File: src/rtl/fp_pkg.sv
// Shared single-precision float definitions for the adder/subtractor family.
// Field widths, canonical special encodings and the sequencer state encoding.
package fp_pkg;

    localparam int EXP_W   = 8;
    localparam int MAN_W   = 23;
    localparam int FP_W    = 1 + EXP_W + MAN_W;
    localparam int MAX_SHF = 25;
    localparam int CNT_W   = $clog2(MAX_SHF + 1);

    localparam logic [FP_W-1:0] FP_QNAN = 32'h7FC0_0000;
    localparam logic [FP_W-1:0] FP_PINF = 32'h7F80_0000;

    typedef enum logic [2:0] {
        IDLE,
        ALIGN,
        ADD,
        NORM,
        PACK
    } state_t;

endpackage

File: src/rtl/fp_unpack.sv
// Splits one IEEE-754 single into sign, working exponent and 24-bit mantissa.
// Denormals get hidden bit 0 and working exponent 1 so they align like exponent-1 values.
module fp_unpack
    import fp_pkg::*;
(
    input  logic [FP_W-1:0]  i_op,
    output logic             o_sign,
    output logic [EXP_W-1:0] o_exp,
    output logic [MAN_W:0]   o_man,
    output logic             o_is_nan,
    output logic             o_is_inf,
    output logic             o_is_zero
);

    logic [EXP_W-1:0] w_exp_f;
    logic [MAN_W-1:0] w_man_f;
    logic             w_hidden;

    assign w_exp_f   = i_op[FP_W-2:MAN_W];
    assign w_man_f   = i_op[MAN_W-1:0];
    assign w_hidden  = |w_exp_f;

    assign o_sign    = i_op[FP_W-1];
    assign o_exp     = w_hidden ? w_exp_f : EXP_W'(1);
    assign o_man     = {w_hidden, w_man_f};
    assign o_is_nan  = (&w_exp_f) && (|w_man_f);
    assign o_is_inf  = (&w_exp_f) && !(|w_man_f);
    assign o_is_zero = !w_hidden && !(|w_man_f);

endmodule

File: src/rtl/fp_sub_seq.sv
// Multi-cycle truncating single-precision subtractor d = a - b with start/done handshake.
// Alignment and normalisation move one bit per cycle to keep the datapath a single adder.
module fp_sub_seq
    import fp_pkg::*;
(
    input  logic            clk,
    input  logic            rst,
    input  logic            start,
    input  logic [FP_W-1:0] a,
    input  logic [FP_W-1:0] b,
    output logic            busy,
    output logic            done,
    output logic [FP_W-1:0] d
);

    // Operand ordering: subtraction is addition of b with its sign flipped.
    logic [FP_W-1:0]  w_bn;
    logic             w_a_big;
    logic [FP_W-1:0]  w_big_op;
    logic [FP_W-1:0]  w_small_op;

    assign w_bn       = {~b[FP_W-1], b[FP_W-2:0]};
    assign w_a_big    = (a[FP_W-2:0] >= w_bn[FP_W-2:0]);
    assign w_big_op   = w_a_big ? a : w_bn;
    assign w_small_op = w_a_big ? w_bn : a;

    logic             w_big_sign,  w_small_sign;
    logic [EXP_W-1:0] w_big_exp,   w_small_exp;
    logic [MAN_W:0]   w_big_man,   w_small_man;
    logic             w_big_nan,   w_small_nan;
    logic             w_big_inf,   w_small_inf;
    logic             w_big_zero,  w_small_zero;

    fp_unpack u_unpack_big (
        .i_op      (w_big_op),
        .o_sign    (w_big_sign),
        .o_exp     (w_big_exp),
        .o_man     (w_big_man),
        .o_is_nan  (w_big_nan),
        .o_is_inf  (w_big_inf),
        .o_is_zero (w_big_zero)
    );

    fp_unpack u_unpack_small (
        .i_op      (w_small_op),
        .o_sign    (w_small_sign),
        .o_exp     (w_small_exp),
        .o_man     (w_small_man),
        .o_is_nan  (w_small_nan),
        .o_is_inf  (w_small_inf),
        .o_is_zero (w_small_zero)
    );

    // Magnitude ordering guarantees big exponent >= small exponent.
    logic [EXP_W-1:0] w_exp_diff;
    logic [CNT_W-1:0] w_cnt_init;

    assign w_exp_diff = w_big_exp - w_small_exp;
    assign w_cnt_init = (w_exp_diff >= EXP_W'(MAX_SHF)) ? CNT_W'(MAX_SHF)
                                                         : w_exp_diff[CNT_W-1:0];

    // Inf-inf is invalid when the raw signs of a and b match (true cancellation).
    logic            w_special;
    logic [FP_W-1:0] w_spec_val;

    always_comb begin
        w_special  = 1'b0;
        w_spec_val = '0;
        if (w_big_nan || w_small_nan || (w_big_inf && w_small_inf && (a[FP_W-1] == b[FP_W-1]))) begin
            w_special  = 1'b1;
            w_spec_val = FP_QNAN;
        end else if (w_big_inf || w_small_inf) begin
            w_special  = 1'b1;
            w_spec_val = FP_PINF | {w_big_sign, {(FP_W-1){1'b0}}};
        end else if (w_big_zero && w_small_zero) begin
            w_special  = 1'b1;
        end
    end

    state_t           r_state;
    logic             r_busy;
    logic             r_done;
    logic [FP_W-1:0]  r_d;
    logic             r_sign;
    logic [EXP_W-1:0] r_exp;
    logic [MAN_W+1:0] r_man;
    logic [MAN_W:0]   r_small;
    logic             r_sub;
    logic [CNT_W-1:0] r_cnt;
    logic             r_special;
    logic [FP_W-1:0]  r_spec_val;

    logic [FP_W-1:0]  w_packed;

    always_comb begin
        w_packed = '0;
        if (r_special)
            w_packed = r_spec_val;
        else if (r_man == '0)
            w_packed = '0;
        else if (r_exp == '1)
            w_packed = FP_PINF | {r_sign, {(FP_W-1){1'b0}}};
        else if (!r_man[MAN_W])
            w_packed = {r_sign, {EXP_W{1'b0}}, r_man[MAN_W-1:0]};
        else
            w_packed = {r_sign, r_exp, r_man[MAN_W-1:0]};
    end

    // NOTE: only control state and the visible outputs are reset; datapath registers are
    // always loaded in IDLE before they are read, so resetting them would buy nothing.
    always_ff @(posedge clk) begin
        if (!rst) begin
            r_state <= IDLE;
            r_busy  <= 1'b0;
            r_done  <= 1'b0;
            r_d     <= '0;
        end else begin
            r_done <= 1'b0;
            case (r_state)
                IDLE: begin
                    if (start) begin
                        r_busy     <= 1'b1;
                        r_sign     <= w_big_sign;
                        r_exp      <= w_big_exp;
                        r_man      <= {1'b0, w_big_man};
                        r_small    <= w_small_man;
                        r_sub      <= w_big_sign ^ w_small_sign;
                        r_cnt      <= w_cnt_init;
                        r_special  <= w_special;
                        r_spec_val <= w_spec_val;
                        // Specials pass through NORM for one cycle, giving a two-edge bypass.
                        r_state    <= w_special ? NORM : ALIGN;
                    end
                end
                ALIGN: begin
                    if (r_cnt != '0) begin
                        r_small <= r_small >> 1;
                        r_cnt   <= r_cnt - CNT_W'(1);
                    end else begin
                        r_state <= ADD;
                    end
                end
                ADD: begin
                    r_man   <= r_sub ? (r_man - {1'b0, r_small}) : (r_man + {1'b0, r_small});
                    r_state <= NORM;
                end
                NORM: begin
                    if (r_special || (r_man == '0)) begin
                        r_state <= PACK;
                    end else if (r_man[MAN_W+1]) begin
                        r_man <= r_man >> 1;
                        r_exp <= r_exp + EXP_W'(1);
                    end else if (!r_man[MAN_W] && (r_exp > EXP_W'(1))) begin
                        r_man <= r_man << 1;
                        r_exp <= r_exp - EXP_W'(1);
                    end else begin
                        r_state <= PACK;
                    end
                end
                PACK: begin
                    r_d     <= w_packed;
                    r_done  <= 1'b1;
                    r_busy  <= 1'b0;
                    r_state <= IDLE;
                end
                default: r_state <= IDLE;
            endcase
        end
    end

    assign busy = r_busy;
    assign done = r_done;
    assign d    = r_d;

endmodule

File: config.mk
export PLATFORM = sky130hd
export DESIGN_NAME = fp_sub_seq
export DESIGN_NICKNAME = d
export VERILOG_FILES = /design/src/rtl/fp_pkg.sv /design/src/rtl/fp_unpack.sv /design/src/rtl/fp_sub_seq.sv
export SDC_FILE = /design/constraint.sdc
export NUM_CORES = 1
export LEC_CHECK = 0
export CORE_UTILIZATION = 52
export DETAILED_ROUTE_END_ITERATION = 8
export PLACE_DENSITY = 0.78
export SLEW_MARGIN = 15
export SYNTH_ARGS = -nofsm -noshare
export SYNTH_HDL_FRONTEND = slang
export SYNTH_SLANG_ARGS = --single-unit
File: constraint.sdc
create_clock -name clk -period 4.2 [get_ports clk]
set_input_delay 0.84 -clock clk [delete_from_list [all_inputs] [get_ports clk]]
set_output_delay 0.84 -clock clk [all_outputs]
set_load 0.005 [all_outputs]
Word-level counts from Yosys, hierarchy flattened
Index checks and enable logic that the tools add are counted.

Magnitude comparators: 3. Bitwise gates (word level): 3. Eq/ne operators: 13. Reduce and logical (&&, ||, !) cells: 40. Multiplexer cells: 40. Add/sub/neg operators: 6.

Operators by type and width (count): 2-to-1 mux 32 bit (4); 2-to-1 mux 25 bit (5); 2-to-1 mux 31 bit (3); one-hot mux 25 bit (3 select lines) (1); 2-to-1 mux 24 bit (2); 2-to-1 mux 8 bit (6); one-hot mux 24 bit (2 select lines) (1); OR reduction 23 bit (2); greater-or-equal comparator 31 bit (1); adder 25 x 24 -> 25 bit (1); logical NOT 25 bit (1); subtractor 25 x 24 -> 25 bit (1); one-hot mux 8 bit (2 select lines) (1); AND reduction 8 bit (2); OR reduction 8 bit (2); 2-to-1 mux 3 bit (5); 2-to-1 mux 5 bit (3); one-hot mux 3 bit (4 select lines) (1); AND reduction 4 bit (3); logical AND 1 bit (10); one-hot mux 5 bit (2 select lines) (1); AND reduction 5 bit (2); inequality test 3 bit (second input constant) (3); adder 8 x 1 -> 8 bit (second input constant) (1); 25 further kinds (43).

Word-level logic and storage cells: 119. Output and inout port bits: 34. Flip-flop bits (word level): 134.

Longest topological paths before layout
Gate-level depths: netlist of run 1.

Depth after elaboration: 12. Mapped depth: 22. Mapped depth without buffers: 20.

Cells and area by module
A second synthesis of run 1 with hierarchy kept.

Cells, all modules: 1033. Area total of the unflattened synthesis: 9654.3 um^2.

By module, submodules not included: fp_sub_seq (cells each 933, instances 1, area each 8998.6 um^2); fp_unpack (cells each 50, instances 2, area each 327.8 um^2).

Worst setup path before layout of run 1
Ideal clock, no wire load.

Path kind: input-to-reg. Start point: input port b[22]. End point: register r_cnt[4], data pin. Cell stages on the path: 22. Required time: 3923 ps. Buffers on the path: 2. Data arrival time: 4284 ps. Path slack: -361 ps. Cells stage by stage: inv_1 ha_1 a21oi_1 o21ai_1 a211oi_1 o21ai_1 a21o_1 a21oi_4 buf_6 buf_6 mux2i_1 ha_1 inv_1 fa_1 a21oi_1 nor2_1 nor2_1 o21bai_1 a21oi_1 xnor2_1 nor3_1 a22oi_1.

Word-level cells in the longest chain between the ends: 9. Elaborated cells on any way between the ends: 12. Classes of those cells: add/sub: 1; order compare: 2; mux: 7; reduce/logical: 2.

Ends and longest elaborated chain: from (decl) (line fp_sub_seq.sv:10) `input logic [FP_W-1:0] b,`; greater-or-equal comparator 31 bit (*) (line fp_sub_seq.sv:23) `assign w_a_big = (a[FP_W-2:0] >= w_bn[FP_W-2:0]);`; 2-to-1 mux 32 bit, on equally long branches (line fp_sub_seq.sv:24, fp_sub_seq.sv:25); OR reduction 8 bit (line fp_unpack.sv:21) `assign w_hidden = |w_exp_f;`; 2-to-1 mux 8 bit (line fp_unpack.sv:24) `assign o_exp = w_hidden ? w_exp_f : EXP_W'(1);`; subtractor 8 bit (*) (line fp_sub_seq.sv:58) `assign w_exp_diff = w_big_exp - w_small_exp;`; greater-or-equal comparator 8 x 5 -> 1 bit (line fp_sub_seq.sv:59) `assign w_cnt_init = (w_exp_diff >= EXP_W'(MAX_SHF)) ? CNT_W'(MAX_SHF)`; 2-to-1 mux 5 bit (*) (line fp_sub_seq.sv:59); 2-to-1 mux 5 bit (*) (line fp_sub_seq.sv:121) `if (start) begin`; one-hot mux 5 bit (2 select lines) (*) (line fp_sub_seq.sv:119) `case (r_state)`; to (signal assigned) (line fp_sub_seq.sv:128) `r_cnt <= w_cnt_init;`; to (signal assigned) (line fp_sub_seq.sv:138) `r_cnt <= r_cnt - CNT_W'(1);`; to (decl) (line fp_sub_seq.sv:89) `logic [CNT_W-1:0] r_cnt;`.

Every way passes the cells marked *; elsewhere a longest branch is shown, timed or not. The select of a mux whose other input is x is not followed. A chain may end at the register's enable or synchronous reset.

Worst setup path in the final report of run 1
Start point: input port a[18]. End point: register r_cnt[4], data pin.

Word-level cells in the longest chain between the ends: 9. Elaborated cells on any way between the ends: 12. Classes of those cells: add/sub: 1; order compare: 2; mux: 7; reduce/logical: 2.

Ends and longest elaborated chain: from (decl) (line fp_sub_seq.sv:9) `input logic [FP_W-1:0] a,`; greater-or-equal comparator 31 bit (*) (line fp_sub_seq.sv:23); 2-to-1 mux 32 bit, on equally long branches (line fp_sub_seq.sv:24, fp_sub_seq.sv:25); OR reduction 8 bit (line fp_unpack.sv:21); 2-to-1 mux 8 bit (line fp_unpack.sv:24); subtractor 8 bit (*) (line fp_sub_seq.sv:58); greater-or-equal comparator 8 x 5 -> 1 bit (line fp_sub_seq.sv:59); 2-to-1 mux 5 bit (*) (line fp_sub_seq.sv:59); 2-to-1 mux 5 bit (*) (line fp_sub_seq.sv:121); one-hot mux 5 bit (2 select lines) (*) (line fp_sub_seq.sv:119).

Marks and branches as above.

==> results of run 1 <==
cell type report:
type / count / share of cell area
clock buffer: 11 / 0.02180
clock inverter: 5 / 0.002584
inverter: 56 / 0.01933
multi-input combinational: 754 / 0.5253
sequential: 105 / 0.2499
tap: 216 / 0.02427
timing repair buffer: 215 / 0.1569
metrics by stage:
stage	setup TNS, ns	total power, W	hold WS, ns	area (sq um)	utilization
after floorplan	-0.3270	0.002212	0.4919	8742	-
after global placement	-3.394	0.002627	0.4908	10640	0.6624
after detailed placement	-4.547	0.002663	0.4920	10640	0.6624
after CTS	0	0.003486	0.5017	11090	0.6908
after global routing	-0.2405	0.003721	0.5271	11140	0.6935
final	0	0.003544	0.5078	11140	0.6935
logic make-up after synthesis:
logic type                 after synthesis  synth area share
buffers and inverters                  104           0.05327
and+or+nand+nor                        299            0.1750
muxes                                   87            0.1034
AOI/OAI and AO/OA                      240            0.1846
xor gates and xnor gates                58           0.05877
adders and majority gates               70            0.1031
DFF                                    105            0.3219
critical path: cells and delay by family:
kind            cells  cell delay [ns]
xor+xnor            1             0.16
buf+inv             5             0.87
fa+ha+maj           2             0.65
simple gates        5             1.06
compound gates      5             0.58
sequential cells by signal, summed over array words and instances, names as in the netlist:
| signal | flops |
|---|---|
| d | 32 |
| r_man | 25 |
| r_small | 24 |
| r_exp | 8 |
| r_cnt | 5 |
| r_spec_val | 3 |
| r_state | 3 |
| busy | 1 |
| done | 1 |
| r_sign | 1 |
| r_special | 1 |
| r_sub | 1 |
power groups by stage:
stage | Sequential (W) | Combinational [W] | Clock, W
floorplan | 0.00129 | 0.000925 | 0
global placement | 0.00132 | 0.00130 | 0
detailed placement | 0.00133 | 0.00134 | 0
CTS | 0.00130 | 0.00137 | 0.000815
global route | 0.00132 | 0.00155 | 0.000853
finish | 0.00131 | 0.00142 | 0.000816
worst max-delay path by stage:
stage | end | cells after the start | slack (ns)
after floorplan | r_cnt[4] | 21 | -0.1
after global placement | r_cnt[4] | 20 | -0.69
after detailed placement | r_cnt[4] | 17 | -0.82
after CTS | r_cnt[4] | 21 | 0.0006
after global routing | r_cnt[4] | 21 | -0.11
final | r_cnt[4] | 18 | 0.13
cell usage in the layout, fill, tap and decap left out, types with 21 or more instances in the layout:
master	count
nor2b_1	24
a21o_1	21
ha_1	40
nor3_1	23
dfxtp_1	37
mux2i_1	69
inv_1	38
xnor2_1	42
edfxtp_1	68
nor2_1	72
buf_4	113
a22oi_1	26
nor4_1	24
nand2_1	77
clkbuf_2	25
clkdlybuf4s50_1	41
a21oi_1	41
o21ai_1	31
ha_4	22
what timing repair did:
item | 4_1_cts | 5_1_grt
endpoints found under the hold margin | 0 | 0
endpoints found under the setup margin | 5 | 5
pin swaps | 42 | 43
gates resized for setup | 103 | 88
buffers inserted | 1 | 0
routing by layer:
metal,wire [um],global-route usage
met2,10690,0.4357
met3,1889,0.05945
met4,497,0.09939
met5,0,0
met1,11140,0.4070
==> flow_summary.json, run 1 <==
{
  "drc": 0,
  "synth_cell_type_count": 76,
  "regArea_sq_um": 2783,
  "ys_ff_latch": 105,
  "gp_congestion": 0.9010,
  "worst_clock_skew_ns": 0.01098,
  "startpoint": "a[18]",
  "switching_share": 0.3518,
  "route.detailed.wl_per_inst_um": 17.77,
  "cp.required_ns": 4.30,
  "initial_core_util": 0.5383,
  "grt_antenna_before_repair": 0,
  "grt_remaining_overflow": 0,
  "fin_crit_sh": 0.9692,
  "reg2reg_slack_ns": 0.26,
  "path_max_fanout": 6,
  "combPwrFrac": 0.400,
  "synth_most_common_cell": "nand2_1",
  "rows": 46,
  "place_ws_ns": -0.8226,
  "slowest_delay_ns": 0.36,
  "htreeDepth": 3,
  "drtIter0Drc": 688,
  "routed_wl_um": 24210,
  "drive_above_1_share": 0.2295,
  "portBuffers": 100,
  "num_antenna_cells": 0,
  "core_sq_um": 16060,
  "worstHoldStart": "d[22]",
  "via_count": 8045,
  "status": "complete, no violations",
  "multiInputGateArea_sq_um": 5849,
  "path_clk_slew_ns": 0.07,
  "synthTopCellsByArea": "edfxtp_1, ha_1, dfxtp_1, mux2i_1, xnor2_1",
  "hold_violations": 0,
  "ys_warn_count": 0,
  "netlist_instances": 963,
  "worst_slack_ns": 0.1294,
  "max_freq_mhz": 245.7,
  "synth_ff_type": "edfxtp_1",
  "async_flop_share": 0,
  "grt_max_degree": 52,
  "root_buffer": "clkbuf_16",
  "dieArea_sq_um": 17140,
  "cp-start-kind": "input pin",
  "grt_util_all_layers": 0.2881,
  "syn_area_sq_um": 8643,
  "clkPwrFrac": 0.230,
  "synthTopCellsByCount": "nand2_1, nor2_1, mux2i_1",
  "dp_hpwl_um": 18310,
  "rr_worst_depth": 14,
  "area_growth_pct": 28.84,
  "via_per_inst": 5.907,
  "cts.sinks": 105,
  "first_global_vias": 7452,
  "cp_common_cell": "buf_4",
  "cp_cell_sequence": "dlygate4sd2_1 > ha_4 > nand4_1 > nor4b_2 > buf_4 > a21o_4 > a21oi_4 > buf_6 > nor2_1 > a21oi_1 > buf_4 > fa_2 > buf_4 > xor2_1 > nor3b_1 > o311ai_2 > nor3_2 > a22oi_1",
  "crit_slowest_cell": "fa_2",
  "final_antenna_net_count": 0,
  "synth.avg_cell_area_sq_um": 8.975,
  "drv_slew": 0,
  "synth_edf_count": 68,
  "die_width_um": 130.9,
  "nets": 1278,
  "endpoint_kind": "flop",
  "cp.arrival_ns": 4.17,
  "critPathKind": "in2reg",
  "rsz0062_at_grt": "true",
  "tritoncts": "done",
  "fin_cells": 1362,
  "min_to": "d[22]",
  "peakVddDrop_mv": 0.2528,
  "place_inst": 1345,
  "syn_nets": 1100,
  "hold_class": "reg2reg",
  "finalCriticalPeriod_ns": 4.071,
  "r2r_end": "r_man[22]",
  "grt_pass1_wl_um": 38080,
  "rr_startpoint": "r_small[10]",
  "insertion_delay_ns": 0.36,
  "tightest_slew_ns": 1.106,
  "synth_top_area_cell": "edfxtp_1",
  "ctsHoldBuffers": 0,
  "ys_seq_area_frac": 0.3219,
  "synth_top_area_share": 0.2362,
  "p_sw_w": 0.001247,
  "cts_max_path_buffers": 2,
  "power_density_nw_per_um2": 318.2,
  "die_h_um": 130.9,
  "numCtsBuffers": 9,
  "cell_internal_pwr_w": 0.002297,
  "max_cap_viol_count": 0,
  "total_leakage_power_nw": 4.580,
  "fillCellCount": 1217,
  "p_seq_frac": 0.369,
  "setup_viol": 0,
  "top_level_ports": 101,
  "relSlewSlack": 0.2571,
  "hold_depth": 2,
  "dr.pass1.iters": 6
}
Note: power is estimated with default switching activity, not from simulation.
==> run 2: changes to the inputs <==
- CORE_ASPECT_RATIO: default -> 1.25
- PLACE_DENSITY: 0.78 -> default
- PLACE_DENSITY_LB_ADDON: default -> 0.15
==> flow_summary.json, run 2 (synthesis gave the netlist of run 1 again) <==
{
  "root_buffer": "clkbuf_16",
  "die_width_um": 117.3,
  "grt_max_degree": 52,
  "cell_internal_pwr_w": 0.002313,
  "gp_congestion": 0.8952,
  "crit_slowest_cell": "mux2_2",
  "tightest_slew_ns": 0.8303,
  "worst_slack_ns": 0.009983,
  "cp.required_ns": 4.28,
  "grt_antenna_before_repair": 0,
  "first_global_vias": 7541,
  "slowest_delay_ns": 0.38,
  "place_inst": 1344,
  "route.detailed.wl_per_inst_um": 17.24,
  "rsz0062_at_grt": "true",
  "via_per_inst": 5.767,
  "top_level_ports": 101,
  "htreeDepth": 3,
  "cp_cell_sequence": "buf_2 > inv_2 > ha_4 > a21oi_2 > nand2_2 > a211oi_2 > o21ai_1 > a21o_1 > a21oi_4 > buf_6 > buf_8 > mux2_2 > ha_4 > inv_1 > nor2_2 > nor2_2 > o21bai_1 > a21oi_1 > xnor2_1 > nor3_2 > a22oi_1",
  "ctsHoldBuffers": 0,
  "cts.sinks": 105,
  "regArea_sq_um": 2783,
  "final_common_cell": "buf_4",
  "grt_pass1_wl_um": 37750,
  "power_density_nw_per_um2": 314.8,
  "area_growth_pct": 30.17,
  "initial_core_util": 0.5335,
  "drc": 0,
  "hold_class": "reg2reg",
  "core_sq_um": 16200,
  "cts_max_path_buffers": 2,
  "insertion_delay_ns": 0.35,
  "grt_util_all_layers": 0.2753,
  "nets": 1288,
  "cp.arrival_ns": 4.27,
  "worst_clock_skew_ns": 0.006211,
  "worst-path-buf-inv": 5,
  "multiInputGateArea_sq_um": 5869,
  "p_total_w": 0.003542,
  "die_h_um": 146.1,
  "total_leakage_power_nw": 4.613,
  "drive_above_1_share": 0.2405,
  "fin_cells": 1372,
  "critPathKind": "in2reg",
  "dp_hpwl_um": 18220,
  "cp-start-kind": "input pin",
  "p_sw_w": 0.001229,
  "status": "complete, no violations",
  "fillCellCount": 1281,
  "final_cell_mix": "buf_4, nand2_1, nor2_1",
  "clkPwrFrac": 0.228,
  "max_freq_mhz": 238.7,
  "rows": 52,
  "hold_slack_ns": 0.5092,
  "path_max_fanout": 12,
  "dieArea_sq_um": 17150,
  "largest_register_ffs": 32,
  "numCtsBuffers": 9,
  "place_ws_ns": -0.7710,
  "grt_remaining_overflow": 0,
  "tritoncts": "done",
  "max_cap_viol_count": 0,
  "relSlewSlack": 0.4451,
  "routed_wl_um": 23660,
  "finalCriticalPeriod_ns": 4.190,
  "combPwrFrac": 0.403,
  "peakVddDrop_mv": 0.1976,
  "path_clk_slew_ns": 0.07,
  "via_count": 7912,
  "switching_share": 0.3469,
  "hold_violations": 0,
  "setup_viol": 0,
  "portBuffers": 100,
  "p_seq_frac": 0.369,
  "drv_slew": 0,
  "cp_top_family": "compound AO/OA/AOI/OAI gates",
  "num_antenna_cells": 0,
  "drtIter0Drc": 504,
  "endpoint_kind": "flop",
  "final_antenna_net_count": 0,
  "fin_crit_sh": 0.9976,
  "dr.pass1.iters": 6
}
==> run 2: worst paths after layout <==
path	slack [ns]	startpoint	endpoint	cells after the start
worst max register to register	0.23	r_small[1]	r_man[22]	15
worst max-delay path	0.01	b[17]	r_cnt[4]	21
worst min-delay path	0.51	d[22]	d[22]	2
worst min register to register	0.51	d[22]	d[22]	2
==> run 2: power by group through the flow <==
| stage | Sequential (W) | Clock, W | Combinational [W] |
|---|---|---|---|
| final | 0.00131 | 0.000808 | 0.00143 |
| after detailed placement | 0.00133 | 0 | 0.00132 |
| after CTS | 0.00130 | 0.000810 | 0.00135 |
| after floorplan | 0.00129 | 0 | 0.000925 |
| after global placement | 0.00132 | 0 | 0.00130 |
| after global routing | 0.00132 | 0.000844 | 0.00157 |
==> run 2: layer usage <==
metal | vias up | part of all wire | global-route usage
met5 | - | 0 | 0
met4 | 0 | 0.026 | 0.1006
met3 | 42 | 0.058 | 0.03789
met2 | 251 | 0.47 | 0.4550
met1 | 3673 | 0.45 | 0.3661
li1 | 3946 | - | -
==> run 2: through the flow <==
step           utilization  cell area, sq um  TNS, ns
6_report            0.6945             11250        0
5_1_grt             0.6945             11250  -0.5816
4_1_cts             0.6805             11020        0
3_5_place_dp        0.6548             10610   -3.860
3_3_place_gp        0.6548             10610   -3.290
2_1_floorplan            -              8742  -0.3270
==> run 2: worst reg2reg max path, cell delays in order (launching register included) <==
cell and delay (ns):
edfxtp_1 0.45, inv_1 0.08, ha_1 0.18, or3b_1 0.42
nor3_1 0.25, a21oi_1 0.14, xnor2_1 0.16, ha_1 0.36
a21o_1 0.26, nand2b_1 0.19, o221ai_2 0.18, nand2_1 0.16
a41o_1 0.31, o21ai_0 0.17, nand2_1 0.07, a311o_1 0.35
==> run 2: timing repair <==
| item | 4_1_cts | 5_1_grt |
|---|---|---|
| resized for setup | 153 | 62 |
| endpoints found under the setup margin | 5 | 7 |
| buffers inserted | 3 | 9 |
| pin swaps | 54 | 47 |
==> run 2: area by class of cell <==
type	instances	share of cell area
clock buffer	11	0.02157
clock inverter	5	0.003336
inverter	56	0.01913
multi-input combinational	754	0.5217
sequential	105	0.2473
tap	216	0.02402
timing repair buffer	225	0.1629
